===== src/rtl/code_entry_buffer.sv =====
// Keypad digit collector and code comparator feeding the lock control FSM.
// Optional macro PROGRAM_EN adds prog/prog_done and a reprogrammable stored code.
module code_entry_buffer #(
    parameter int                     CODE_LEN     = 4,
    parameter logic [CODE_LEN*4-1:0]  DEFAULT_CODE = 16'h1234
) (
    input  logic                             clk,
    input  logic                             rst,
    input  logic                             ready_for_input,
    input  logic                             digit_valid,
    input  logic [3:0]                       digit,
    input  logic                             backspace,
    input  logic                             clear,
    input  logic                             submit,
    output logic                             full,
    output logic                             match,
    output logic [$clog2(CODE_LEN+1)-1:0]    count,
    output logic                             digit_err
`ifdef PROGRAM_EN
    ,
    input  logic                             prog,
    output logic                             prog_done
`endif
);

    localparam int CW = $clog2(CODE_LEN+1);
    localparam int EW = CODE_LEN*4;
    localparam logic [CW-1:0] LAST_IDX = CW'(CODE_LEN-1);
    localparam logic [CW-1:0] ONE      = CW'(1);

    typedef enum logic [1:0] {
        ST_EMPTY = 2'd0,
        ST_ENTRY = 2'd1,
        ST_FULL  = 2'd2
    } state_t;

    state_t          state_reg, state_next;
    logic [CW-1:0]   count_reg, count_next;
    logic [EW-1:0]   entry_reg, entry_next;
    logic            digit_err_reg;
    logic [EW-1:0]   code_reg;

    // One action per edge, resolved by priority clear > submit > backspace > digit.
    logic act_clear, act_submit, act_back, act_digit, store, bad_digit, flush;

    always_comb begin
        act_clear  = clear;
        act_submit = !clear && submit;
        act_back   = !clear && !submit && backspace;
        act_digit  = !clear && !submit && !backspace &&
                     digit_valid && ready_for_input && (state_reg != ST_FULL);
        store      = act_digit && (digit <= 4'd9);
        bad_digit  = act_digit && (digit > 4'd9);
        flush      = act_clear || act_submit;
    end

    always_comb begin
        state_next = state_reg;
        unique case (state_reg)
            ST_EMPTY: begin
                if (store)
                    state_next = (CODE_LEN == 1) ? ST_FULL : ST_ENTRY;
            end
            ST_ENTRY: begin
                if (act_back)
                    state_next = (count_reg == ONE) ? ST_EMPTY : ST_ENTRY;
                else if (store)
                    state_next = (count_reg == LAST_IDX) ? ST_FULL : ST_ENTRY;
            end
            ST_FULL: begin
                if (act_back)
                    state_next = (CODE_LEN == 1) ? ST_EMPTY : ST_ENTRY;
            end
            default: state_next = ST_EMPTY;
        endcase
        if (flush)
            state_next = ST_EMPTY;
    end

    always_comb begin
        count_next = count_reg;
        if (flush)
            count_next = '0;
        else if (act_back && (count_reg != '0))
            count_next = count_reg - ONE;
        else if (store)
            count_next = count_reg + ONE;
    end

    // Slot 0 (first digit typed) lives in the MSBs so the entry compares directly with the code.
    generate
        for (genvar gi = 0; gi < CODE_LEN; gi++) begin : g_slot
            localparam int            SLOT_LSB = (CODE_LEN-1-gi)*4;
            localparam logic [CW-1:0] SLOT_IDX = CW'(gi);
            localparam logic [CW-1:0] SLOT_TOP = CW'(gi+1);

            assign entry_next[SLOT_LSB +: 4] =
                flush                                  ? 4'd0  :
                (store    && count_reg == SLOT_IDX)    ? digit :
                (act_back && count_reg == SLOT_TOP)    ? 4'd0  :
                                                         entry_reg[SLOT_LSB +: 4];
        end
    endgenerate

    always_ff @(posedge clk) begin
        if (rst) begin
            state_reg     <= ST_EMPTY;
            count_reg     <= '0;
            entry_reg     <= '0;
            digit_err_reg <= 1'b0;
        end else begin
            state_reg     <= state_next;
            count_reg     <= count_next;
            entry_reg     <= entry_next;
            digit_err_reg <= bad_digit;
        end
    end

`ifdef PROGRAM_EN
    logic prog_done_reg;
    logic do_prog;

    // Only a full entry can become the new code; match keeps showing the old code until the edge.
    assign do_prog = act_submit && prog && (state_reg == ST_FULL);

    always_ff @(posedge clk) begin
        if (rst) begin
            code_reg      <= DEFAULT_CODE;
            prog_done_reg <= 1'b0;
        end else begin
            if (do_prog)
                code_reg <= entry_reg;
            prog_done_reg <= do_prog;
        end
    end

    assign prog_done = prog_done_reg;
`else
    assign code_reg = DEFAULT_CODE;
`endif

    assign full      = (state_reg == ST_FULL);
    assign match     = full && (entry_reg == code_reg);
    assign count     = count_reg;
    assign digit_err = digit_err_reg;

endmodule


===== config.mk =====
export PLATFORM = sky130hd
export DESIGN_NAME = code_entry_buffer
export DESIGN_NICKNAME = d
export VERILOG_FILES = /design/src/rtl/code_entry_buffer.sv
export SDC_FILE = /design/constraint.sdc
export NUM_CORES = 1
export LEC_CHECK = 0
export CORE_UTILIZATION = 46
export DETAILED_ROUTE_END_ITERATION = 8
export DONT_BUFFER_PORTS = 1
export HOLD_SLACK_MARGIN = 0.06
export SLEW_MARGIN = 20
export SYNTH_ARGS = -nofsm -noshare
export SYNTH_HDL_FRONTEND = slang
export SYNTH_SLANG_ARGS = --single-unit
export TNS_END_PERCENT = 30

===== constraint.sdc =====
create_clock -name clk -period 1.75 [get_ports clk]
set_input_delay 0.525 -clock clk [delete_from_list [all_inputs] [get_ports clk]]
set_output_delay 0.525 -clock clk [all_outputs]
set_load 0.02 [all_outputs]

After elaboration in Yosys (flattened, before gate mapping)
Index checks and enable logic that the tools add are counted.

$add $sub $neg: 2. $lt $le $gt $ge: 2. Equal/unequal tests: 11. Mux-type cells: 17. Reductions and logical operators: 33.

Operators with widths (number): two-way mux 4 bit (8); logical AND 1 bit (19); equality test 16 x 13 -> 1 bit (second input constant) (1); two-way mux 2 bit (5); nonzero test 2 bit (5); equality test 3 x 2 -> 1 bit (second input constant) (2); two-way mux 3 bit (2); one-hot mux 2 bit (3 select lines) (1); > comparator 4 bit (second input constant) (1); less-or-equal comparator 4 bit (second input constant) (1); != test 2 bit (second input constant) (2); adder 3 x 1 -> 3 bit (second input constant) (1); equality test 3 x 1 -> 1 bit (second input constant) (1); equality test 3 bit (second input constant) (1); zero test 1 bit (3); zero test 3 bit (1); != test 3 bit (second input constant) (1); AND reduction 3 bit (1); nonzero test 3 bit (1); subtractor 3 x 1 -> 3 bit (second input constant) (1); equality test 2 x 1 -> 1 bit (second input constant) (1); equality test 2 bit (second input constant) (1); zero test 2 bit (1); != test 2 x 1 -> 1 bit (second input constant) (1); 3 further kinds (3).

Register bits after elaboration: 22. Input port bits: 11. Output and inout port bits: 6. Logic and storage cells: 72.

Longest topological paths before layout
Gate-level depths: netlist (run 1).

Depth in word-level cells: 10. Mapped depth: 6. Depth with buffers taken out: 6.

Worst setup path after synthesis (run 1)
Ideal clock, no wire load.

Path type: reg-to-output. Start point: register entry_reg[11]. End point: output port match. Arrival: 1.257 ns. Data required time: 1.225 ns. Slack: -0.032 ns. Stages on the path, launching flop included: 3. Buffers on the path: 0. Path through: dfxtp_1 -> or4_1 -> nor3_1.

Longest elaborated chain between the ends: 2.

Ends and longest elaborated chain: start, declared (RTL line 39) `logic [EW-1:0] entry_reg, entry_next;`; start signal, assigned (RTL line 114) `entry_reg <= entry_next;`; equality test 16 x 13 -> 1 bit (RTL line 143) `assign match = full && (entry_reg == code_reg);`; logical AND 1 bit (RTL line 143); end, declared (RTL line 16) `output logic match,`.

Every way passes these cells.

Final worst setup path (run 1)
Ends and elaborated chain as after synthesis.

==> flow_summary.html, run 1 <==
<table>
<tr><th>Metric</th><th>Value</th></tr>
<tr><th colspan="2">Detailed routing</th></tr>
<tr><td>Violation count after the first detailed-route iteration</td><td>12</td></tr>
<tr><td>Count of TritonRoute iterations in the first routing pass</td><td>4</td></tr>
<tr><td>Sum of routed wire length over all layers</td><td>roughly 2300 microns</td></tr>
<tr><td>Post-route antenna net violation count</td><td>0</td></tr>
<tr><td>DR DRC count</td><td>0</td></tr>
<tr><td>DR vias/cell</td><td>between 5 and 6</td></tr>
<tr><td>Routed WL per cell</td><td>14.6 microns</td></tr>
<tr><td>Total via count after detailed routing</td><td>approximately 870</td></tr>
<tr><th colspan="2">Floorplanning</th></tr>
<tr><td>Ports</td><td>17</td></tr>
<tr><td>Die footprint</td><td>between 2000 and 3000 sq um</td></tr>
<tr><td>Number of rows in the core area</td><td>17</td></tr>
<tr><td>Die boundary height</td><td>approximately 50 microns</td></tr>
<tr><td>Width of the die</td><td>just over 50 microns</td></tr>
<tr><td>Starting density of the core</td><td>between 40% and 50%</td></tr>
<tr><td>Total core area</td><td>2250 sq um</td></tr>
<tr><th colspan="2">Synthesis</th></tr>
<tr><td>Sequential share of the synthesized area</td><td>about two fifths</td></tr>
<tr><td>Post-synth top area cell</td><td>sky130_fd_sc_hd__dfxtp_1</td></tr>
<tr><td>Count of unique library cells instantiated by Yosys</td><td>32</td></tr>
<tr><td>Synthesized flop and latch total</td><td>22</td></tr>
<tr><td>Biggest area contributors in the synthesized netlist</td><td>sky130_fd_sc_hd__dfxtp_1 (40%), sky130_fd_sc_hd__mux2i_1 (14%), sky130_fd_sc_hd__nand2_1 (9.5%)</td></tr>
<tr><td>Count leader, synth</td><td>sky130_fd_sc_hd__nand2_1</td></tr>
<tr><td>Top post-synthesis cells by count</td><td>sky130_fd_sc_hd__nand2_1 (28), sky130_fd_sc_hd__dfxtp_1 (22), sky130_fd_sc_hd__mux2i_1 (16)</td></tr>
<tr><td>Warnings from Yosys</td><td>0</td></tr>
<tr><td>Flip-flop cell with the highest count after synthesis</td><td>sky130_fd_sc_hd__dfxtp_1</td></tr>
<tr><td>Synth top area share</td><td>around two fifths</td></tr>
<tr><td>Netlist area before placement</td><td>between 1000 and 1500 sq um</td></tr>
<tr><td>Syn_area_per_cell</td><td>9.26 sq um</td></tr>
<tr><td>Gate Count Post-Synth</td><td>120</td></tr>
<tr><td>Total nets after synthesis</td><td>137</td></tr>
<tr><td>Number of enable-type register cells in the synthesized netlist</td><td>0</td></tr>
<tr><td>Async set or reset register ratio after synthesis</td><td>0%</td></tr>
<tr><th colspan="2">Cells and area</th></tr>
<tr><td>Proportion of layout cells with a drive suffix above 1</td><td>roughly 16%</td></tr>
<tr><td>Area growth, synth to finish</td><td>10.0%</td></tr>
<tr><td>Net count, final</td><td>147</td></tr>
<tr><td>Final std cells w/o fill</td><td>about 160</td></tr>
<tr><td>Max FFs per register</td><td>16</td></tr>
<tr><td>Antenna Cells</td><td>0</td></tr>
<tr><th colspan="2">Clock tree</th></tr>
<tr><td>Clock Tree Root</td><td>sky130_fd_sc_hd__clkbuf_4</td></tr>
<tr><td>Clk sinks</td><td>22</td></tr>
<tr><td>Clock latency reported for the late side of the worst-skew pair</td><td>approximately 0.3 ns</td></tr>
<tr><td>Maximum buffer depth of the clock tree</td><td>2</td></tr>
<tr><td>CTS tree</td><td>yes</td></tr>
<tr><td>Clock buffer count from CTS</td><td>3</td></tr>
<tr><td># Post-CTS Setup Buffers</td><td>0</td></tr>
<tr><td>Clock-pin slew on the worst setup and hold paths</td><td>~0.12 ns</td></tr>
<tr><td>Maximum level of the CTS H-tree</td><td>1</td></tr>
<tr><th colspan="2">STA</th></tr>
<tr><td>Clock tree skew after final layout</td><td>~0.0055 ns</td></tr>
<tr><td>Setup repair after global routing missed its margin</td><td>true</td></tr>
<tr><td>Final setup violating endpoints</td><td>1</td></tr>
<tr><td>Slew HR</td><td>between 80% and 90%</td></tr>
<tr><td>Worst Max-Slew Pin Slew</td><td>about 0.29 ns</td></tr>
<tr><td>Count of pins over their slew limit</td><td>0</td></tr>
<tr><td>Minimum clock period after layout</td><td>~2 ns</td></tr>
<tr><td>Tcrit/Tclk final</td><td>112%</td></tr>
<tr><td>Final hold violations</td><td>0</td></tr>
<tr><td>Achievable frequency</td><td>0.510 GHz</td></tr>
<tr><td>Worst Setup Slack, final</td><td>-0.213 ns</td></tr>
<tr><th colspan="2">Critical path</th></tr>
<tr><td>Highest net fanout along the worst path</td><td>2</td></tr>
<tr><td>Data required time of the worst path</td><td>between 1 and 1.5 ns</td></tr>
<tr><td>Crit path DAT</td><td>between 1 and 1.5 ns</td></tr>
<tr><td>Slowest cell on the critical path</td><td>sky130_fd_sc_hd__or4_4</td></tr>
<tr><td>Highest cell delay on the worst timing path</td><td>approximately 0.53 ns</td></tr>
<tr><td>Category of the worst setup path launch point</td><td>flip-flop</td></tr>
<tr><td>Category of the worst setup path capture point</td><td>primary output</td></tr>
<tr><td>Worst Setup Path Type</td><td>flip-flop to primary output</td></tr>
<tr><td>Chain of cells forming the critical path</td><td>or4_4, nor3_2, buf_4</td></tr>
<tr><th colspan="2">Power</th></tr>
<tr><td>Total power density per cell area</td><td>625 nW/um^2</td></tr>
<tr><td>Leakage</td><td>around 0.0005 uW</td></tr>
<tr><td>Maximum vdd ir drop</td><td>between 0.3 and 0.4 mV</td></tr>
<tr><th colspan="2">Placement</th></tr>
<tr><td>Worst setup timing slack at the placement stage</td><td>about 0.075 ns</td></tr>
<tr><td>Half-perimeter wire length after detailed placement</td><td>between 1500 and 2000 microns</td></tr>
<tr><td>Post-placement cell count</td><td>153</td></tr>
<tr><td>Buffers added on ports</td><td>0</td></tr>
<tr><td>Final weighted congestion in routability-driven placement</td><td>0.704</td></tr>
<tr><th colspan="2">GRT</th></tr>
<tr><td>Total GRT Usage</td><td>about a fifth</td></tr>
<tr><td>First-pass GRT wire length</td><td>3680 microns</td></tr>
<tr><td>Number of global-route vias before repair</td><td>about 800</td></tr>
<tr><td>Pin count of the biggest net entering global routing</td><td>12</td></tr>
<tr><td>Remaining Overflow, GRT</td><td>0</td></tr>
<tr><td>Number of antenna violations at the first check in global routing</td><td>0</td></tr>
<tr><th colspan="2">Flow run</th></tr>
<tr><td>Maximum capacitance violations</td><td>0</td></tr>
<tr><th colspan="2">Status</th></tr>
<tr><td>Status</td><td>finished with violations</td></tr>
<tr><td>Violations in the final reports</td><td>negative setup slack</td></tr>
<tr><th colspan="2">Min path</th></tr>
<tr><td>Worst min-delay path category</td><td>primary input to flip-flop</td></tr>
</table>
==> final timing paths <==
check / startpoint / end / cells past startpoint / slack (ns)
max: entry_reg[11]$_SDFFE_PP0P_ / match / 3 / -0.21
min: digit[3] / digit_err$_SDFF_PP0_ / 2 / 0.42
max reg2reg: count[0]$_SDFFE_PP0P_ / count[0]$_SDFFE_PP0P_ / 6 / 0.23
min reg2reg: entry_reg[4]$_SDFFE_PP0P_ / entry_reg[4]$_SDFFE_PP0P_ / 2 / 0.46
==> final cells by class <==
cell class | instances | area, sq um
fill | 220 | 1030
multi-input combinational | 91 | 649
sequential | 22 | 440
timing repair buffer | 8 | 60.1
tap | 28 | 35.0
clock buffer | 3 | 22.5
inverter | 4 | 15.0
==> power breakdown <==
| part | total (uW) | internal (uW) | switching (uW) |
|---|---|---|---|
| clock network | 228 | 80.4 | 148 |
| registers | 501 | 501 | 0.366 |
| logic | 34.8 | 12.6 | 22.2 |
| total | 764 | 594 | 170 |
==> through the flow <==
step	hold WS, ns	TNS (ns)	utilization [%]	power, uW	area, sq um
2_1_floorplan	0.429	0	-	537	1120
3_3_place_gp	0.443	0	52.5	547	1180
3_5_place_dp	0.447	0	52.5	547	1180
4_1_cts	0.423	-0.216	53.8	768	1210
5_1_grt	0.437	-0.250	54.2	795	1220
6_report	0.421	-0.213	54.2	764	1220
==> metal layers <==
layer | part of all wire [%] | track usage [%]
met1 | 47 | 24.9
met5 | 0 | 0
met2 | 47 | 31.4
met3 | 4.4 | 3.87
met4 | 1.3 | 8.33
==> worst max-delay path: cells and delay by family (launching register included) <==
kind	cells	cell delay (ns)
buffers and inverters	1	0.16
AND/OR/NAND/NOR	2	0.65
flip-flops	1	0.33
==> placed cells by master (no fill, tap or decap), types with 2 or more instances in the layout <==
cell type	Yosys	layout
sky130_fd_sc_hd__inv_1	4	4
sky130_fd_sc_hd__a31oi_2	2	2
sky130_fd_sc_hd__a21oi_1	3	3
sky130_fd_sc_hd__buf_4	0	8
sky130_fd_sc_hd__nor3_1	5	4
sky130_fd_sc_hd__clkbuf_4	0	3
sky130_fd_sc_hd__nand2_1	28	28
sky130_fd_sc_hd__nor2b_1	3	3
sky130_fd_sc_hd__ha_1	6	6
sky130_fd_sc_hd__mux2i_1	16	16
sky130_fd_sc_hd__dfxtp_1	22	22
sky130_fd_sc_hd__nand2b_1	2	2
sky130_fd_sc_hd__nand3_1	5	5
sky130_fd_sc_hd__or3_1	2	2
sky130_fd_sc_hd__nor4b_2	0	2
==> logic make-up after synthesis <==
logic type / after synthesis / share of synthesized area [%]
muxes: 16 / 14.4
and+or+nand+nor: 57 / 27.0
AOI/OAI and AO/OA: 12 / 8.33
buffers and inverters: 7 / 3.83
adders and majority gates: 6 / 6.76
DFF: 22 / 39.6
==> repair_timing <==
| item | CTS | global route |
|---|---|---|
| gates resized for setup | 1 | 2 |
| endpoints found under the setup margin | 1 | 1 |
| pin swaps | 0 | 0 |
| hold buffers | 0 | 0 |
(Power assumes the default switching activity.)
==> inputs of run 2 (changes only) <==
- GPL_TIMING_DRIVEN: unset -> 0
==> run 2 against run 1 <==
Effect of this change: the run still ends with negative setup slack left; clock-buffer cell count did not move; hold slack improved by 0.0023 ns; via count fell by 3.2%; fmax rose by 1.2%; non-clock buffer count fell by 5; combinational power fell by 10%; critical endpoint unchanged.
==> flow_summary.html, run 2 (synthesized netlist as in run 1, its figures left out) <==
<table>
<tr><th>Metric</th><th>Value</th></tr>
<tr><th colspan="2">Floorplanning</th></tr>
<tr><td>Die footprint</td><td>2620 sq um (unchanged)</td></tr>
<tr><td>Die boundary height</td><td>51.1 microns (unchanged)</td></tr>
<tr><td>Ports</td><td>17 (unchanged)</td></tr>
<tr><td>Total core area</td><td>2250 sq um (unchanged)</td></tr>
<tr><td>Number of rows in the core area</td><td>17 (unchanged)</td></tr>
<tr><td>Starting density of the core</td><td>49.3% (unchanged)</td></tr>
<tr><td>Width of the die</td><td>51.1 microns (unchanged)</td></tr>
<tr><th colspan="2">Placement</th></tr>
<tr><td>Final weighted congestion in routability-driven placement</td><td>0.728 (+3.4%)</td></tr>
<tr><td>Half-perimeter wire length after detailed placement</td><td>1830 microns (+0.86%)</td></tr>
<tr><td>Buffers added on ports</td><td>0 (unchanged)</td></tr>
<tr><td>Post-placement cell count</td><td>148 (-3.3%)</td></tr>
<tr><th colspan="2">Status</th></tr>
<tr><td>Status</td><td>finished with violations</td></tr>
<tr><td>Violations in the final reports</td><td>negative setup slack</td></tr>
<tr><th colspan="2">Detailed routing</th></tr>
<tr><td>DR vias/cell</td><td>5.55 (-0.67%)</td></tr>
<tr><td>Metal3 WL</td><td>72 microns (-28%)</td></tr>
<tr><td>Routed WL per cell</td><td>15.3 microns (+4.3%)</td></tr>
<tr><td>Met2 wire len</td><td>1120 microns (+5.0%)</td></tr>
<tr><td>Count of TritonRoute iterations in the first routing pass</td><td>4 (unchanged)</td></tr>
<tr><td>Violation count after the first detailed-route iteration</td><td>16 (+4)</td></tr>
<tr><td>DR DRC count</td><td>0 (unchanged)</td></tr>
<tr><td>Routed metal-1 wire length</td><td>1080 microns (unchanged)</td></tr>
<tr><td>Highest signal layer in the routed design</td><td>met4</td></tr>
<tr><td>Post-route antenna net violation count</td><td>0 (unchanged)</td></tr>
<tr><td>Total via count after detailed routing</td><td>843 (-3.2%)</td></tr>
<tr><td>Sum of routed wire length over all layers</td><td>2320 microns (+1.6%)</td></tr>
<tr><th colspan="2">Cells and area</th></tr>
<tr><td>Most common cell after layout, fill and taps aside</td><td>sky130_fd_sc_hd__nand2_1</td></tr>
<tr><td>Max FFs per register</td><td>16 (unchanged)</td></tr>
<tr><td>Final std cells w/o fill</td><td>152 (-2.6%)</td></tr>
<tr><td>Proportion of layout cells with a drive suffix above 1</td><td>20.2% (+4.5 points)</td></tr>
<tr><td>Antenna Cells</td><td>0 (unchanged)</td></tr>
<tr><td>Net count, final</td><td>142 (-3.4%)</td></tr>
<tr><td>Commonest non-fill, non-tap cells in the layout</td><td>sky130_fd_sc_hd__nand2_1 (28), sky130_fd_sc_hd__mux2i_1 (16), sky130_fd_sc_hd__dfxtp_1 (15)</td></tr>
<tr><td>Area growth, synth to finish</td><td>12.8%</td></tr>
<tr><th colspan="2">Critical path</th></tr>
<tr><td>Category of the worst setup path launch point</td><td>flip-flop</td></tr>
<tr><td>Category of the worst setup path capture point</td><td>primary output</td></tr>
<tr><td>Data required time of the worst path</td><td>1.22 ns (about the same)</td></tr>
<tr><td>Worst Setup Path Type</td><td>flip-flop to primary output</td></tr>
<tr><td>Crit path DAT</td><td>1.41 ns (-0.03 ns)</td></tr>
<tr><td>Slowest cell on the critical path</td><td>sky130_fd_sc_hd__or4_4</td></tr>
<tr><td>Chain of cells forming the critical path</td><td>or4_4, nor3_4</td></tr>
<tr><td>Depth of the most critical reg-to-reg path</td><td>6 (unchanged)</td></tr>
<tr><td>Highest cell delay on the worst timing path</td><td>0.54 ns (about the same)</td></tr>
<tr><td>Highest net fanout along the worst path</td><td>2 (unchanged)</td></tr>
<tr><th colspan="2">Clock tree</th></tr>
<tr><td>Clk sinks</td><td>22 (unchanged)</td></tr>
<tr><td>Maximum buffer depth of the clock tree</td><td>2 (unchanged)</td></tr>
<tr><td>Hold buffers post-CTS</td><td>0 (unchanged)</td></tr>
<tr><td>CTS tree</td><td>yes</td></tr>
<tr><td>Clock-pin slew on the worst setup and hold paths</td><td>0.12 ns (about the same)</td></tr>
<tr><td>Clock Tree Root</td><td>sky130_fd_sc_hd__clkbuf_4</td></tr>
<tr><td>Clock latency reported for the late side of the worst-skew pair</td><td>0.30 ns (about the same)</td></tr>
<tr><td>Maximum level of the CTS H-tree</td><td>1 (unchanged)</td></tr>
<tr><td>Clock buffer count from CTS</td><td>3 (unchanged)</td></tr>
<tr><th colspan="2">Power</th></tr>
<tr><td>Total power density per cell area</td><td>729 nW/um^2 (+17%)</td></tr>
<tr><td>Leakage</td><td>0.000502 uW (-0.92%)</td></tr>
<tr><td>Total Power</td><td>914 uW (+20%)</td></tr>
<tr><td>Maximum vdd ir drop</td><td>0.487 mV (+27%)</td></tr>
<tr><th colspan="2">Flow run</th></tr>
<tr><td>Maximum capacitance violations</td><td>0 (unchanged)</td></tr>
<tr><th colspan="2">GRT</th></tr>
<tr><td>Number of antenna violations at the first check in global routing</td><td>0 (unchanged)</td></tr>
<tr><td>First-pass GRT wire length</td><td>4030 microns (+9.4%)</td></tr>
<tr><td>Pin count of the biggest net entering global routing</td><td>14 (+2)</td></tr>
<tr><td>Number of global-route vias before repair</td><td>852 (+6.4%)</td></tr>
<tr><td>Remaining Overflow, GRT</td><td>0 (unchanged)</td></tr>
<tr><td>Total GRT Usage</td><td>21.4% (+2.0 points)</td></tr>
<tr><th colspan="2">STA</th></tr>
<tr><td>Tcrit/Tclk final</td><td>111% (-1.3 points)</td></tr>
<tr><td>Setup repair after global routing missed its margin</td><td>true</td></tr>
<tr><td>Count of pins over their slew limit</td><td>0 (unchanged)</td></tr>
<tr><td>Slew HR</td><td>54.9% (-25 points)</td></tr>
<tr><td>Clock tree skew after final layout</td><td>0.00242 ns (-0.00310 ns)</td></tr>
<tr><td>Worst Max-Slew Pin Slew</td><td>0.671 ns (+0.378 ns)</td></tr>
<tr><td>Achievable frequency</td><td>0.516 GHz (+1.2%)</td></tr>
<tr><td>Final hold violations</td><td>0 (unchanged)</td></tr>
<tr><td>Final setup violating endpoints</td><td>1 (unchanged)</td></tr>
<tr><td>Worst Setup Slack, final</td><td>-0.189 ns (+0.0231 ns)</td></tr>
<tr><td>Minimum clock period after layout</td><td>1.94 ns (-0.0231 ns)</td></tr>
<tr><th colspan="2">Min path</th></tr>
<tr><td>Worst min-delay path category</td><td>primary input to flip-flop</td></tr>
<tr><td>Hold Path Stages</td><td>2 (unchanged)</td></tr>
</table>
## run 2: layer usage
layer | vias up | track usage (%)
li1 | 435 | -
met1 | 387 | 27.3
met2 | 16 | 35.1
met3 | 5 | 4.46
met4 | 0 | 8.33
met5 | - | 0
## run 2: final timing paths
path,start,endpoint,slack [ns]
hold reg to reg,entry_reg[5]$_SDFFE_PP0P_,entry_reg[5]$_SDFFE_PP0P_,0.46
setup reg to reg,count[1]$_SDFFE_PP0P_,count[0]$_SDFFE_PP0P_,0.22
setup / recovery,entry_reg[11]$_SDFFE_PP0P_,match,-0.19
hold / removal,digit[3],digit_err$_SDFF_PP0_,0.42
## run 2: through the flow
step                      setup WS, ns  TNS [ns]  utilization (%)  instance area (sq um)  hold WS [ns]
after floorplan                  0.122         0                -                   1120         0.429
after detailed placement        0.0419         0             51.1                   1150         0.452
after CTS                       -0.243    -0.243             53.8                   1210         0.410
after global routing            -0.234    -0.234             55.6                   1250         0.419
final                           -0.189    -0.189             55.6                   1250         0.423
after global placement          0.0734         0             51.1                   1150         0.441
## run 2: cell type report
class | count | area (sq um)
fillers | 210 | 1000
multi-input cells | 91 | 672
flip-flops and latches | 22 | 452
well taps | 28 | 35.0
clock inverters | 1 | 30.0
plain buffers | 3 | 27.5
clock buffers | 3 | 22.5
inverters | 4 | 15.0
## run 2: report_power, final
part / internal (uW) / total [uW] / switching, uW
combinational: 10.1 / 31.3 / 21.2
clock: 232 / 383 / 151
sequential: 499 / 500 / 0.492
total: 741 / 914 / 173
## run 2: critical path, delay by kind of cell, from the launching register on
family | cells | cell delay, ns
AND/OR/NAND/NOR | 2 | 0.77
flip-flops | 1 | 0.34
## run 2: timing repair
action                     in CTS  in global routing
setup endpoints to repair       1                  7
setup buffers                   0                  0
gates resized for setup         2                 13
pin swaps                       1                  4
cloned                          0                  0
==> inputs of run 3 (changes only) <==
- SETUP_SLACK_MARGIN: unset -> 0.2
==> run 3 against run 2 <==
Effect of this change: the flow still finishes with violations (negative setup slack); register-to-register slack improved by 0.05 ns; clock power decreased by 28%; combinational power about the same; sequential share of layout area increased by 0.16 points; die area unchanged; first-iteration DRC count decreased by 56%; final area decreased by 1.0%; final cell count unchanged; clock-buffer cell count increased by 1; clock skew increased by 0.0014 ns; non-clock buffer count unchanged; critical path type unchanged.
==> flow_summary.html, run 3 (synthesized netlist as in run 1, its figures left out) <==
<table>
<tr><th>Metric</th><th>Value</th></tr>
<tr><th colspan="2">Cells and area</th></tr>
<tr><td>Multi-input combinational cell area</td><td>676 sq um (+0.56%)</td></tr>
<tr><td>Net count, final</td><td>142 (unchanged)</td></tr>
<tr><td>Area growth, synth to finish</td><td>11.7%</td></tr>
<tr><td>Proportion of layout cells with a drive suffix above 1</td><td>20.2% (unchanged)</td></tr>
<tr><td>Final Cell Area</td><td>1240 sq um (-1.0%)</td></tr>
<tr><td>Commonest non-fill, non-tap cells in the layout</td><td>sky130_fd_sc_hd__nand2_1 (27), sky130_fd_sc_hd__dfxtp_1 (19), sky130_fd_sc_hd__mux2i_1 (16)</td></tr>
<tr><td>Final-layout fill cell count</td><td>212 (+0.95%)</td></tr>
<tr><td>Most common cell after layout, fill and taps aside</td><td>sky130_fd_sc_hd__nand2_1</td></tr>
<tr><td>Max FFs per register</td><td>16 (unchanged)</td></tr>
<tr><td>Sequential standard cell area</td><td>449 sq um (-0.55%)</td></tr>
<tr><td>Antenna Cells</td><td>0 (unchanged)</td></tr>
<tr><th colspan="2">GRT</th></tr>
<tr><td>Total GRT Usage</td><td>20.1% (-1.4 points)</td></tr>
<tr><td>Pin count of the biggest net entering global routing</td><td>13 (-1)</td></tr>
<tr><td>Number of antenna violations at the first check in global routing</td><td>0 (unchanged)</td></tr>
<tr><td>Remaining Overflow, GRT</td><td>0 (unchanged)</td></tr>
<tr><td>Number of global-route vias before repair</td><td>812 (-4.7%)</td></tr>
<tr><td>First-pass GRT wire length</td><td>3780 microns (-6.2%)</td></tr>
<tr><th colspan="2">Detailed routing</th></tr>
<tr><td>Count of TritonRoute iterations in the first routing pass</td><td>4 (unchanged)</td></tr>
<tr><td>Sum of routed wire length over all layers</td><td>2280 microns (-1.6%)</td></tr>
<tr><td>Routed WL per cell</td><td>15.0 microns (-1.6%)</td></tr>
<tr><td>Total via count after detailed routing</td><td>861 (+2.1%)</td></tr>
<tr><td>Post-route antenna net violation count</td><td>0 (unchanged)</td></tr>
<tr><td>DR vias/cell</td><td>5.66 (+2.1%)</td></tr>
<tr><td>Violation count after the first detailed-route iteration</td><td>7 (-9)</td></tr>
<tr><td>DR DRC count</td><td>0 (unchanged)</td></tr>
<tr><th colspan="2">Clock tree</th></tr>
<tr><td>Clock-pin slew on the worst setup and hold paths</td><td>0.12 ns (about the same)</td></tr>
<tr><td>Clk sinks</td><td>22 (unchanged)</td></tr>
<tr><td>Maximum buffer depth of the clock tree</td><td>2 (unchanged)</td></tr>
<tr><td>Maximum level of the CTS H-tree</td><td>1 (unchanged)</td></tr>
<tr><td># Post-CTS Setup Buffers</td><td>0 (unchanged)</td></tr>
<tr><td>Clock latency reported for the late side of the worst-skew pair</td><td>0.30 ns (about the same)</td></tr>
<tr><td>Clock Tree Root</td><td>sky130_fd_sc_hd__clkbuf_4</td></tr>
<tr><td>Clock buffer count from CTS</td><td>3 (unchanged)</td></tr>
<tr><td>CTS tree</td><td>yes</td></tr>
<tr><th colspan="2">STA</th></tr>
<tr><td>Worst Setup Slack, final</td><td>-0.187 ns (+0.00209 ns)</td></tr>
<tr><td>Final hold violations</td><td>0 (unchanged)</td></tr>
<tr><td>Tcrit/Tclk final</td><td>111% (-0.12 points)</td></tr>
<tr><td>Achievable frequency</td><td>0.516 GHz (+0.11%)</td></tr>
<tr><td>Setup repair after global routing missed its margin</td><td>true</td></tr>
<tr><td>Worst Max-Slew Pin Slew</td><td>0.655 ns (-0.0162 ns)</td></tr>
<tr><td>Clock tree skew after final layout</td><td>0.00383 ns (+0.00141 ns)</td></tr>
<tr><td>Final setup violating endpoints</td><td>1 (unchanged)</td></tr>
<tr><td>Final TNS setup</td><td>-0.187 ns (+0.00209 ns)</td></tr>
<tr><td>Count of pins over their slew limit</td><td>0 (unchanged)</td></tr>
<tr><td>Minimum clock period after layout</td><td>1.94 ns (-0.00209 ns)</td></tr>
<tr><td>Slew HR</td><td>56.0% (+1.1 points)</td></tr>
<tr><th colspan="2">Critical path</th></tr>
<tr><td>Cell class contributing the biggest share of worst-path delay</td><td>simple AND/OR/NAND/NOR gates</td></tr>
<tr><td>Highest cell delay on the worst timing path</td><td>0.54 ns (about the same)</td></tr>
<tr><td>Category of the worst setup path launch point</td><td>flip-flop</td></tr>
<tr><td>Depth of the most critical reg-to-reg path</td><td>6 (unchanged)</td></tr>
<tr><td>Worst Setup Path Type</td><td>flip-flop to primary output</td></tr>
<tr><td>Slowest cell on the critical path</td><td>sky130_fd_sc_hd__or4_4</td></tr>
<tr><td>Number of buffer and inverter instances along the worst setup path</td><td>0 (unchanged)</td></tr>
<tr><td>Depth of the critical timing path with buffers and inverters included</td><td>2 (unchanged)</td></tr>
<tr><td>Crit Reg-Reg Endpoint</td><td>count[1]$_SDFFE_PP0P_</td></tr>
<tr><td>Crit path DAT</td><td>1.41 ns (about the same)</td></tr>
<tr><td>Data required time of the worst path</td><td>1.22 ns (about the same)</td></tr>
<tr><td>Reg2reg start</td><td>count[1]$_SDFFE_PP0P_</td></tr>
<tr><td>Highest net fanout along the worst path</td><td>2 (unchanged)</td></tr>
<tr><td>Chain of cells forming the critical path</td><td>or4_4, nor3_4</td></tr>
<tr><td>Setup slack on the worst flop-to-flop path</td><td>0.27 ns (+0.05 ns)</td></tr>
<tr><td>Category of the worst setup path capture point</td><td>primary output</td></tr>
<tr><th colspan="2">Floorplanning</th></tr>
<tr><td>Starting density of the core</td><td>49.3% (unchanged)</td></tr>
<tr><td>Die boundary height</td><td>51.1 microns (unchanged)</td></tr>
<tr><td>Die footprint</td><td>2620 sq um (unchanged)</td></tr>
<tr><td>Total core area</td><td>2250 sq um (unchanged)</td></tr>
<tr><td>Ports</td><td>17 (unchanged)</td></tr>
<tr><td>Width of the die</td><td>51.1 microns (unchanged)</td></tr>
<tr><td>Number of rows in the core area</td><td>17 (unchanged)</td></tr>
<tr><th colspan="2">Placement</th></tr>
<tr><td>Buffers added on ports</td><td>0 (unchanged)</td></tr>
<tr><td>Final weighted congestion in routability-driven placement</td><td>0.715 (-1.7%)</td></tr>
<tr><td>Dpl cell area</td><td>1160 sq um (+0.54%)</td></tr>
<tr><td>Half-perimeter wire length after detailed placement</td><td>1720 microns (-5.5%)</td></tr>
<tr><th colspan="2">Power</th></tr>
<tr><td>Total Power</td><td>807 uW (-12%)</td></tr>
<tr><td>Leakage</td><td>0.000500 uW (-0.31%)</td></tr>
<tr><td>Total power density per cell area</td><td>650 nW/um^2 (-11%)</td></tr>
<tr><td>Maximum vdd ir drop</td><td>0.352 mV (-28%)</td></tr>
<tr><th colspan="2">Flow run</th></tr>
<tr><td>Maximum capacitance violations</td><td>0 (unchanged)</td></tr>
<tr><th colspan="2">Min path</th></tr>
<tr><td>Hold Path Stages</td><td>2 (unchanged)</td></tr>
<tr><td>Destination of the worst hold path</td><td>digit_err$_SDFF_PP0_</td></tr>
<tr><td>Worst min-delay path category</td><td>primary input to flip-flop</td></tr>
<tr><td>Hold path startpoint</td><td>digit[3]</td></tr>
<tr><th colspan="2">Status</th></tr>
<tr><td>Violations in the final reports</td><td>negative setup slack</td></tr>
<tr><td>Status</td><td>finished with violations</td></tr>
</table>
==> run 3: final cells by class <==
| class | count | share of cell area [%] |
|---|---|---|
| plain buffers | 3 | 2.22 |
| clock buffers | 4 | 2.92 |
| inverters | 4 | 1.41 |
| multi-input cells | 91 | 54.4 |
| flip-flops and latches | 22 | 36.2 |
| well taps | 28 | 2.82 |
==> run 3: metrics by stage <==
stage / cells / setup slack [ns] / hold slack (ns) / utilization, %
floorplan: 120 / 0.154 / 0.429 / -
global placement: 148 / 0.0598 / 0.439 / 51.3
detailed placement: 148 / 0.0377 / 0.448 / 51.3
CTS: 152 / -0.253 / 0.432 / 54.1
global route: 152 / -0.239 / 0.448 / 55.0
finish: 152 / -0.187 / 0.446 / 55.0
==> run 3: worst reg2reg max path: stages (launching register included) <==
cell	delay, ns
sky130_fd_sc_hd__dfxtp_4	0.40
sky130_fd_sc_hd__inv_1	0.11
sky130_fd_sc_hd__ha_2	0.21
sky130_fd_sc_hd__nor2b_1	0.24
sky130_fd_sc_hd__nand2b_4	0.18
sky130_fd_sc_hd__nand3_1	0.08
sky130_fd_sc_hd__a31oi_1	0.19
==> run 3: worst max path at each step <==
| stage | slack, ns | start | end |
|---|---|---|---|
| floorplan | 0.15 | entry_reg[11]$_SDFFE_PP0P_ | match |
| global placement | 0.06 | count[0]$_SDFFE_PP0P_ | count[0]$_SDFFE_PP0P_ |
| detailed placement | 0.04 | count[0]$_SDFFE_PP0P_ | count[0]$_SDFFE_PP0P_ |
| CTS | -0.25 | entry_reg[11]$_SDFFE_PP0P_ | match |
| global route | -0.24 | entry_reg[7]$_SDFFE_PP0P_ | match |
| finish | -0.19 | entry_reg[11]$_SDFFE_PP0P_ | match |
==> run 3: where the power goes <==
part	total (uW)	internal (uW)	switching, uW
Sequential	498	498	0.500
Combinational	31.5	10.2	21.3
Clock	277	127	150
==> run 3: timing repair <==
item | 4_1_cts | 5_1_grt
hold endpoints to repair | 0 | 0
pin swaps | 1 | 2
hold buffers | 0 | 0
endpoints found under the setup margin | 13 | 7
resized for setup | 11 | 5
==> run 3: layer usage <==
layer | vias to the layer above | share of wire, % | track usage, %
met2 | 20 | 48 | 32.9
met4 | 0 | 1.6 | 8.33
met1 | 401 | 46 | 24.0
met3 | 4 | 4.0 | 6.25
met5 | - | 0 | 0
li1 | 436 | - | -
